===== config.mk =====
export PLATFORM = sky130hd
export DESIGN_NAME = io_mmio_responder
export DESIGN_NICKNAME = d
export VERILOG_FILES = /design/src/rtl/io_mmio_responder.sv
export SDC_FILE = /design/constraint.sdc
export NUM_CORES = 1
export LEC_CHECK = 0
export ABC_CLOCK_PERIOD_IN_PS = 3800
export CORE_ASPECT_RATIO = 1.1
export CORE_MARGIN = 3
export CORE_UTILIZATION = 45
export DETAILED_ROUTE_END_ITERATION = 10
export GPL_ROUTABILITY_DRIVEN = 0
export PLACE_DENSITY = 0.77
export SLEW_MARGIN = 30
export SYNTH_ARGS = -nofsm -noshare
export SYNTH_HDL_FRONTEND = slang
export SYNTH_SLANG_ARGS = --single-unit

===== constraint.sdc =====
create_clock -name clock -period 3.8 [get_ports clock]
set_input_delay 0.95 -clock clock [delete_from_list [all_inputs] [get_ports clock]]
set_output_delay 0.95 -clock clock [all_outputs]
set_load 0.02 [all_outputs]

===== src/rtl/io_mmio_responder.sv =====
// io_mmio_responder
// Peripheral end of the CPU IO address space (addr[7] = 1). Stores drive two
// output latches, a transmit FIFO and a flag-clear register; loads return the
// synchronized input ports or a status word. Load data is registered so it
// lines up with the data-RAM read in the MEM stage.
//
// Build option:
//   IO_MMIO_EDGE_CAPTURE_EN - when defined, a sticky EDGE flag records rising
//                             edges of synchronized in_port0[0] (STATUS bit2).
//                             When undefined, STATUS bit2 reads 0 and the
//                             0x8C wdata[0] clear has no effect.

module io_mmio_responder #(
    parameter int DEPTH = 4
) (
    input  logic        clock,
    input  logic        reset,
    input  logic [31:0] addr,
    input  logic [31:0] wdata,
    input  logic        we,
    output logic [31:0] rdata,
    input  logic [31:0] in_port0,
    input  logic [31:0] in_port1,
    output logic [31:0] out_port0,
    output logic [31:0] out_port1,
    output logic [31:0] tx_data,
    output logic        tx_valid,
    input  logic        tx_ready
);

    // Pointer width; DEPTH is a power of two so pointers wrap on overflow.
    localparam int             PW        = (DEPTH > 1) ? $clog2(DEPTH) : 1;
    localparam logic [PW-1:0]  PTR_ONE   = PW'(1);
    localparam logic [4:0]     DEPTH_CNT = 5'(DEPTH);

    // Word index (addr[6:2]) of each decoded register.
    localparam logic [4:0] IDX_IN0    = 5'd0;  // 0x80
    localparam logic [4:0] IDX_IN1    = 5'd1;  // 0x84
    localparam logic [4:0] IDX_STATUS = 5'd2;  // 0x88
    localparam logic [4:0] IDX_CLR    = 5'd3;  // 0x8C
    localparam logic [4:0] IDX_TX     = 5'd4;  // 0x90

    // ------------------------------------------------------------------
    // State
    // ------------------------------------------------------------------
    logic [31:0]   in0_meta_r;
    logic [31:0]   in0_sync_r;
    logic [31:0]   in1_meta_r;
    logic [31:0]   in1_sync_r;

    logic [31:0]   mem_r [DEPTH];
    logic [PW-1:0] wr_ptr_r;
    logic [PW-1:0] rd_ptr_r;
    logic [4:0]    count_r;
    logic          tx_valid_r;
    logic [31:0]   tx_data_r;

    logic          ovf_r;
    logic [31:0]   rdata_r;
    logic [31:0]   out_port0_r;
    logic [31:0]   out_port1_r;

    // ------------------------------------------------------------------
    // Decode
    // ------------------------------------------------------------------
    logic          sel_s;
    logic [4:0]    idx_s;
    logic          store_s;
    logic          push_req_s;
    logic          clr_wr_s;
    logic          empty_s;
    logic          full_s;
    logic          pop_s;
    logic          push_s;
    logic          ovf_set_s;
    logic          ovf_clr_s;
    logic          edge_s;
    logic [4:0]    count_next_s;
    logic [PW-1:0] wr_ptr_next_s;
    logic [PW-1:0] rd_ptr_next_s;
    logic [31:0]   head_next_s;
    logic [31:0]   status_s;
    logic [31:0]   rd_next_s;

    // Address bits outside the decoded range are intentionally ignored.
    logic unused_addr_s;
    assign unused_addr_s = ^{addr[31:8], addr[1:0]};

    assign sel_s      = addr[7];
    assign idx_s      = addr[6:2];
    assign store_s    = sel_s & we;
    assign push_req_s = store_s & (idx_s == IDX_TX);
    assign clr_wr_s   = store_s & (idx_s == IDX_CLR);

    assign empty_s    = (count_r == 5'd0);
    assign full_s     = (count_r == DEPTH_CNT);
    // Pop only from a word already visible on tx_data: no same-cycle bypass.
    assign pop_s      = tx_valid_r & tx_ready;
    // A full FIFO still takes a push when a pop frees a slot on the same edge.
    assign push_s     = push_req_s & (~full_s | pop_s);
    assign ovf_set_s  = push_req_s & full_s & ~pop_s;
    assign ovf_clr_s  = clr_wr_s & wdata[1];

    // Next occupancy and pointer values for the FIFO.
    always_comb begin
        count_next_s  = count_r;
        wr_ptr_next_s = wr_ptr_r;
        rd_ptr_next_s = rd_ptr_r;
        case ({push_s, pop_s})
            2'b10:   count_next_s = count_r + 5'd1;
            2'b01:   count_next_s = count_r - 5'd1;
            default: count_next_s = count_r;
        endcase
        if (push_s) begin
            wr_ptr_next_s = wr_ptr_r + PTR_ONE;
        end else begin
            wr_ptr_next_s = wr_ptr_r;
        end
        if (pop_s) begin
            rd_ptr_next_s = rd_ptr_r + PTR_ONE;
        end else begin
            rd_ptr_next_s = rd_ptr_r;
        end
    end

    // Head word after this edge; the incoming word when it lands at the head slot.
    always_comb begin
        head_next_s = mem_r[rd_ptr_next_s];
        if (push_s && (wr_ptr_r == rd_ptr_next_s)) begin
            head_next_s = wdata;
        end else begin
            head_next_s = mem_r[rd_ptr_next_s];
        end
    end

`ifdef IO_MMIO_EDGE_CAPTURE_EN
    logic edge_r;
    logic in0_prev_r;
    logic edge_rise_s;
    logic edge_clr_s;

    assign edge_rise_s = in0_sync_r[0] & ~in0_prev_r;
    assign edge_clr_s  = clr_wr_s & wdata[0];
    assign edge_s      = edge_r;

    // Sticky rising-edge detector on synchronized in_port0[0]; set beats clear.
    always_ff @(posedge clock) begin
        if (reset) begin
            edge_r     <= 1'b0;
            in0_prev_r <= 1'b0;
        end else begin
            in0_prev_r <= in0_sync_r[0];
            edge_r     <= edge_rise_s | (edge_r & ~edge_clr_s);
        end
    end
`else
    assign edge_s = 1'b0;
`endif

    // STATUS word as seen before the current edge.
    always_comb begin
        status_s      = 32'd0;
        status_s[0]   = empty_s;
        status_s[1]   = full_s;
        status_s[2]   = edge_s;
        status_s[3]   = ovf_r;
        status_s[8:4] = count_r;
    end

    // Load data mux; non-IO and unmapped addresses read as zero.
    always_comb begin
        rd_next_s = 32'd0;
        if (sel_s) begin
            case (idx_s)
                IDX_IN0:    rd_next_s = in0_sync_r;
                IDX_IN1:    rd_next_s = in1_sync_r;
                IDX_STATUS: rd_next_s = status_s;
                default:    rd_next_s = 32'd0;
            endcase
        end else begin
            rd_next_s = 32'd0;
        end
    end

    // ------------------------------------------------------------------
    // Sequential logic
    // ------------------------------------------------------------------

    // Two-flop synchronizers for the asynchronous input ports.
    always_ff @(posedge clock) begin
        if (reset) begin
            in0_meta_r <= 32'd0;
            in0_sync_r <= 32'd0;
            in1_meta_r <= 32'd0;
            in1_sync_r <= 32'd0;
        end else begin
            in0_meta_r <= in_port0;
            in0_sync_r <= in0_meta_r;
            in1_meta_r <= in_port1;
            in1_sync_r <= in1_meta_r;
        end
    end

    // FIFO storage; contents need no reset because pointers and count do.
    always_ff @(posedge clock) begin
        if (!reset && push_s) begin
            mem_r[wr_ptr_r] <= wdata;
        end
    end

    // FIFO pointers, occupancy, valid flag and registered head word.
    always_ff @(posedge clock) begin
        if (reset) begin
            wr_ptr_r   <= '0;
            rd_ptr_r   <= '0;
            count_r    <= 5'd0;
            tx_valid_r <= 1'b0;
            tx_data_r  <= 32'd0;
        end else begin
            wr_ptr_r   <= wr_ptr_next_s;
            rd_ptr_r   <= rd_ptr_next_s;
            count_r    <= count_next_s;
            tx_valid_r <= (count_next_s != 5'd0);
            if (count_next_s != 5'd0) begin
                tx_data_r <= head_next_s;
            end
        end
    end

    // Sticky overflow flag; a drop on the same edge as a clear keeps it set.
    always_ff @(posedge clock) begin
        if (reset) begin
            ovf_r <= 1'b0;
        end else begin
            ovf_r <= ovf_set_s | (ovf_r & ~ovf_clr_s);
        end
    end

    // Output latches and registered load data.
    always_ff @(posedge clock) begin
        if (reset) begin
            out_port0_r <= 32'd0;
            out_port1_r <= 32'd0;
            rdata_r     <= 32'd0;
        end else begin
            rdata_r <= rd_next_s;
            if (store_s && (idx_s == IDX_IN0)) begin
                out_port0_r <= wdata;
            end
            if (store_s && (idx_s == IDX_IN1)) begin
                out_port1_r <= wdata;
            end
        end
    end

    assign rdata     = rdata_r;
    assign out_port0 = out_port0_r;
    assign out_port1 = out_port1_r;
    assign tx_data   = tx_data_r;
    assign tx_valid  = tx_valid_r;

endmodule


---- Word-level counts from Yosys, hierarchy flattened ----
Memories as Yosys holds them, arrays and structs flattened. A register that Yosys moved wholly into a read port is not among the register bits.
Index checks and enable logic that the tools add are counted.
word-level totals
  register bits ........................... 235
  latch bits .............................. 0
  memory bits (writable) .................. 128
  memory bits (read-only) ................. 0
  bits of input ports ..................... 132
  output and inout port bits .............. 129
  word-level logic and storage cells ...... 52
  memories ................................ 1
cells by class
  $add $sub $neg .......................... 4
  multiply operators ...................... 0
  div/mod/pow operators ................... 0
  order comparisons ....................... 0
  eq/ne operators ......................... 7
  shift operators ......................... 0
  muxes and demuxes ....................... 5
  bitwise gates (word level) .............. 15
  reduce and logical (&&, ||, !) cells .... 8
memory list
  name   depth  bits a word  rd ports  clocked after Yosys merged registers in  wr ports  line  text
  mem_r  4      32           1         1                                        1         51    logic [31:0] mem_r [DEPTH];
operator list
  cell                                                                   count
  32-bit one-hot mux with 3 select lines                                 1
  5-bit by 2-bit equality test with 1-bit output, second input constant  2
  5-bit by 3-bit equality test with 1-bit output, second input constant  2
  5-bit logical NOT                                                      2
  5-bit one-hot mux with 2 select lines                                  1
  1-bit bitwise AND                                                      9
  5-bit by 1-bit adder with 5-bit output, second input constant          1
  5-bit by 1-bit equality test with 1-bit output, second input constant  1
  5-bit nonzero test                                                     1
  5-bit by 1-bit subtractor with 5-bit output, second input constant     1
  2-bit by 1-bit adder with 2-bit output, second input constant          2
  1-bit inverter                                                         4
  1-bit logical AND                                                      3
  2-bit by 1-bit equality test with 1-bit output, second input constant  1
  2-bit equality test, second input constant                             1
  1-bit 2-to-1 mux                                                       2
  2-bit 2-to-1 mux                                                       1
  1-bit OR                                                               2
  2-bit OR reduction                                                     1
  1-bit logical NOT                                                      1

---- Longest topological paths before layout ----
  depth in word-level cells ............... 7
  depth in mapped cells ................... 12
  depth with buffers taken out ............ 10

---- Worst setup path before layout ----
Ideal clock, no wire load.
  kind .................................... input to register
  start ................................... input addr[2]
  end ..................................... register tx_data_r[23] (netlist: tx_data[23]), read port of mem_r
  library setup time ...................... 0.117 ns
  data arrival time ....................... 3.669 ns
  data required time ...................... 3.683 ns
  path slack .............................. 0.013 ns
  stages on the path ...................... 11
  path buffers ............................ 1
  cells stage by stage .................... nor4_1 -> and3_1 -> nand2_1 -> ha_1 -> ha_1 -> or4b_1 -> o311a_1 -> a211oi_2 -> a21oi_2 -> buf_2 -> a32o_2
on the way
  word-level cells in the longest chain between the ends .. 6
  elaborated cells on any way between the ends .. 7
  classes of those cells .................. eq/ne: 3; mux: 1; bitwise: 2; reduce/logical: 1
RTL lines
  element                                                                                line  text
  from (decl)                                                                            18    input logic [31:0] addr,
  5-bit by 3-bit equality test with 1-bit output *                                       92    assign push_req_s = store_s & (idx_s == IDX_TX);
  1-bit bitwise AND *                                                                    92
  1-bit bitwise AND *                                                                    100   assign push_s = push_req_s & (~full_s | pop_s);
  2-bit by 1-bit equality test with 1-bit output or 2-bit equality test (tied branches)  109   case ({push_s, pop_s})
  5-bit one-hot mux with 2 select lines *                                                109
  5-bit nonzero test *                                                                   224   if (count_next_s != 5'd0) begin
  to (decl)                                                                              56    logic [31:0] tx_data_r;
Mark *: on every way between the ends. The rest lies on a longest branch, timed or not.
A chain may end at the register's enable or synchronous reset.

---- Final worst setup path ----
  start ................................... input addr[7]
  end ..................................... register tx_data_r[20] (netlist: tx_data[20]), read port of mem_r
on the way
  word-level cells in the longest chain between the ends .. 6
  elaborated cells on any way between the ends .. 7
  classes of those cells .................. eq/ne: 2; mux: 1; bitwise: 3; reduce/logical: 1
RTL lines
  element                                                                                line  text
  1-bit bitwise AND *                                                                    91    assign store_s = sel_s & we;
  1-bit bitwise AND *                                                                    92
  1-bit bitwise AND *                                                                    100
  2-bit by 1-bit equality test with 1-bit output or 2-bit equality test (tied branches)  109
  5-bit one-hot mux with 2 select lines *                                                109
  5-bit nonzero test *                                                                   224
Marked as above.

==> flow_summary_export.csv <==
group,metric,value,unit
outcome,status,"completed",
hold_path,hp-class,"reg -> reg",
yosys,synth-edff-count,128,
routing,via_per_inst,5.22,
routing,drtIter0Drc,532,
clock_network,clock_latency,520,ps
clock_network,cts_tree,"built",
clock_network,clockRootBuffer,"clkbuf_16",
global_route,grt_max_degree,142,
clock_network,cts.htree.levels,2,
clock_network,cts_num_sinks,395,
sta,finalSetupViolCount,0,
critical_path,critPathRequiredTime,4240,ps
die,die_h,188,µm
sta,slew_violations,0,
run,cap_viol_max_count,0,
global_route,grt_pass1_vias,9575,
yosys,async_flop_share,0,%
sta,fmax,272,MHz
sta,period_share,96.6,%
yosys,ys.flop_type,"dfxtp_1",
die,die_area,0.0323,mm²
sta,setup_slack,128,ps
placed_design,dpl.hpwl,20300,µm
routing,antenna_left,0,
layout,regArea,0.00919,mm²
global_route,grtUsageTotal,19.8,%
routing,drt-pass1-iter-count,5,
die,rows,66,
yosys,yosysWarnings,0,
layout,drive_gt1_share,11.2,%
layout,area_delta_synth_final,33.6,%
layout,num-nets-final,1549,
pwr,power.density,494,mW/mm²
yosys,synth_seq_area_share,67.7,%
clock_network,clk_pin_slew,60,ps
yosys,avgSynthCellArea,11.9,µm²
critical_path,crit_buf_inv,4,
sta,max_slew_margin,59.4,%
critical_path,worst_setup_path_end_kind,"flip-flop",
layout,fin_util,61.1,%
critical_path,worst-setup-path-type,"in -> reg",
yosys,yosys.area.top_type_share,39.4,%
sta,min_period,3670,ps
layout,diodes,0,
placed_design,portBuffers,234,
yosys,synth_cells,1140,
placed_design,place_ws,-1030,ps
critical_path,crit_path_max_incr_delay,510,ps
routing,vias,9457,
sta,holdWs,430,ps
sta,rsz0062_at_grt,"false",
die,start_util,45.8,%
critical_path,cp.arrival,4120,ps
critical_path,worstPathCellList,"clkdlybuf4s50_1 > and2_4 > and3_4 > nand2_2 > ha_4 > ha_4 > or4b_1 > o311a_1 > a211oi_4 > buf_6 > and3b_2 > buf_6 > clkbuf_16 > a32o_1",
clock_network,ctsHoldBuffers,0,
pwr,cellLeakagePower,6.44,nW
routing,post-route-drc-count,0,
die,die_x,172,µm
sta,hold_viol,0,
routing,wl_per_cell,18.1,µm
critical_path,startpoint_type,"input pin",
critical_path,cpMaxStageDelayCell,"clkdlybuf4s50_1",
layout,multi_input_area,0.00414,mm²
die,core_area,0.0296,mm²
sta,skew,23.2,ps
clock_network,cts_buffers,39,
critical_path,cp_max_fo,8,
yosys,synth_cell_types,57,
layout,fill_cells,2279,
yosys,syn_nets,1281,
global_route,grt_pass1_wl,50600,µm
clock_network,cts_buffer_depth,3,
yosys,synth.largest_area_cell,"dfxtp_1",
yosys,synth.cell_area,0.0136,mm²
critical_path,cp_top_family,"simple AND/OR/NAND/NOR gates",
global_route,antenna_found_initial,1,
pwr,design_power_total,0.00896,W
pwr,ir_worst_vdd,0.326,mV
yosys,synthTopCellsByArea,"dfxtp_1, edfxtp_1, nor2b_1",
die,io_pins,261,
yosys,ys_seq_elements,395,
sta,setup-tns-final,0,ps
global_route,overflow,0,
routing,wirelength,32800,µm
sta,tightestPinTransition,610,ps
[cells in the final DEF, fill, tap and decap left out, types with 9 or more instances in the layout]
master	n
a21oi_1	79
a22oi_1	86
a32o_1	28
buf_12	9
buf_4	55
clkbuf_16	41
clkdlybuf4s50_1	230
dfxtp_1	267
edfxtp_1	128
mux2i_1	12
nand2_1	134
nand2b_1	37
nand3_1	36
nor2_1	47
nor2b_1	129
[final timing paths]
check	to	from	depth (start not counted)	slack, ps
worst max-delay path	tx_data[20]$_SDFFE_PP0P_	addr[7]	14	130
worst min-delay path	in0_sync_r[23]$_SDFF_PP0_	in0_meta_r[23]$_SDFF_PP0_	1	430
worst max register to register	tx_data[20]$_SDFFE_PP0P_	count_r[0]$_SDFF_PP0_	13	370
worst min register to register	in0_sync_r[23]$_SDFF_PP0_	in0_meta_r[23]$_SDFF_PP0_	1	430
[worst reg2reg max path: cells and delay by family (launching register included)]
kind	cells	cell delay, ps
buffers and inverters	3	440
flip-flops	1	410
AO/OA/AOI/OAI	3	570
AND/OR/NAND/NOR	5	1510
adder cells (fa/ha/maj)	2	420
[power by group]
| group | internal (W) | switching [W] | total (W) |
|---|---|---|---|
| Clock | 0.00228 | 0.00153 | 0.00382 |
| Sequential | 0.00446 | 0.0000429 | 0.00450 |
| Combinational | 0.000333 | 0.000316 | 0.000649 |
[state kept, by name (all words and copies together), names as in the netlist]
signal and flops:
wr_ptr_r 2, in0_sync_r 32, rd_ptr_r 2, rdata 32
count_r 5, in1_sync_r 32, in1_meta_r 32, mem_r 128
ovf_r 1, out_port0 32, tx_valid 1, in0_meta_r 32
out_port1 32, tx_data 32
[cells by family after synthesis]
kind of cell | share of synthesized area (%)
DFF | 67.7
buffers and inverters | 2.87
AOI/OAI and AO/OA | 11.3
adders and majority gates | 0.886
and+or+nand+nor | 16.0
muxes | 0.886
xor gates and xnor gates | 0.323
[metrics by stage]
stage                     instance area (µm²)  instances
after floorplan                         13600       1140
after global placement                  16400       1717
after detailed placement                16400       1717
after CTS                               18000       1805
after global routing                    18100       1810
final                                   18100       1810
[routing by layer]
metal	share of wire, %	GRT usage (%)	up-vias	wire (µm)
met5	0.037	0	-	12
met4	3.2	6.78	2	1040
met3	8.4	5.10	64	2740
met2	49	33.6	378	16100
met1	40	24.4	4474	13000
li1	-	-	4539	-
[synthesized netlist by cell type (all sizes together), types with 3 or more instances]
cell    number
and3         6
nor3b        5
and2         3
a32o        32
mux2i       12
nand3       36
nor2b      129
o21ai        5
dfxtp      267
edfxtp     128
ha           8
inv          5
nor2        47
buf         16
clkbuf      60
xor2         4
nand2b      37
nand2      135
a21oi       81
a22oi       86
nand3b       3
[final cells by class]
class	instances	share of cell area, %
repair buffers	302	16.6
multi-input cells	665	22.9
flip-flops and latches	395	50.7
clock inverters	20	1.20
clock buffers	49	5.93
inverters	5	0.104
well taps	374	2.58
[repair_timing]
item / in CTS / in global routing
endpoints found under the setup margin: 33 / 32
endpoints found under the hold margin: 0 / 0
setup buffers: 17 / 4
resized for setup: 17 / 8
pin swaps: 6 / 6
gates cloned: 2 / 1
No activity file was read; power rests on OpenSTA's default activity.
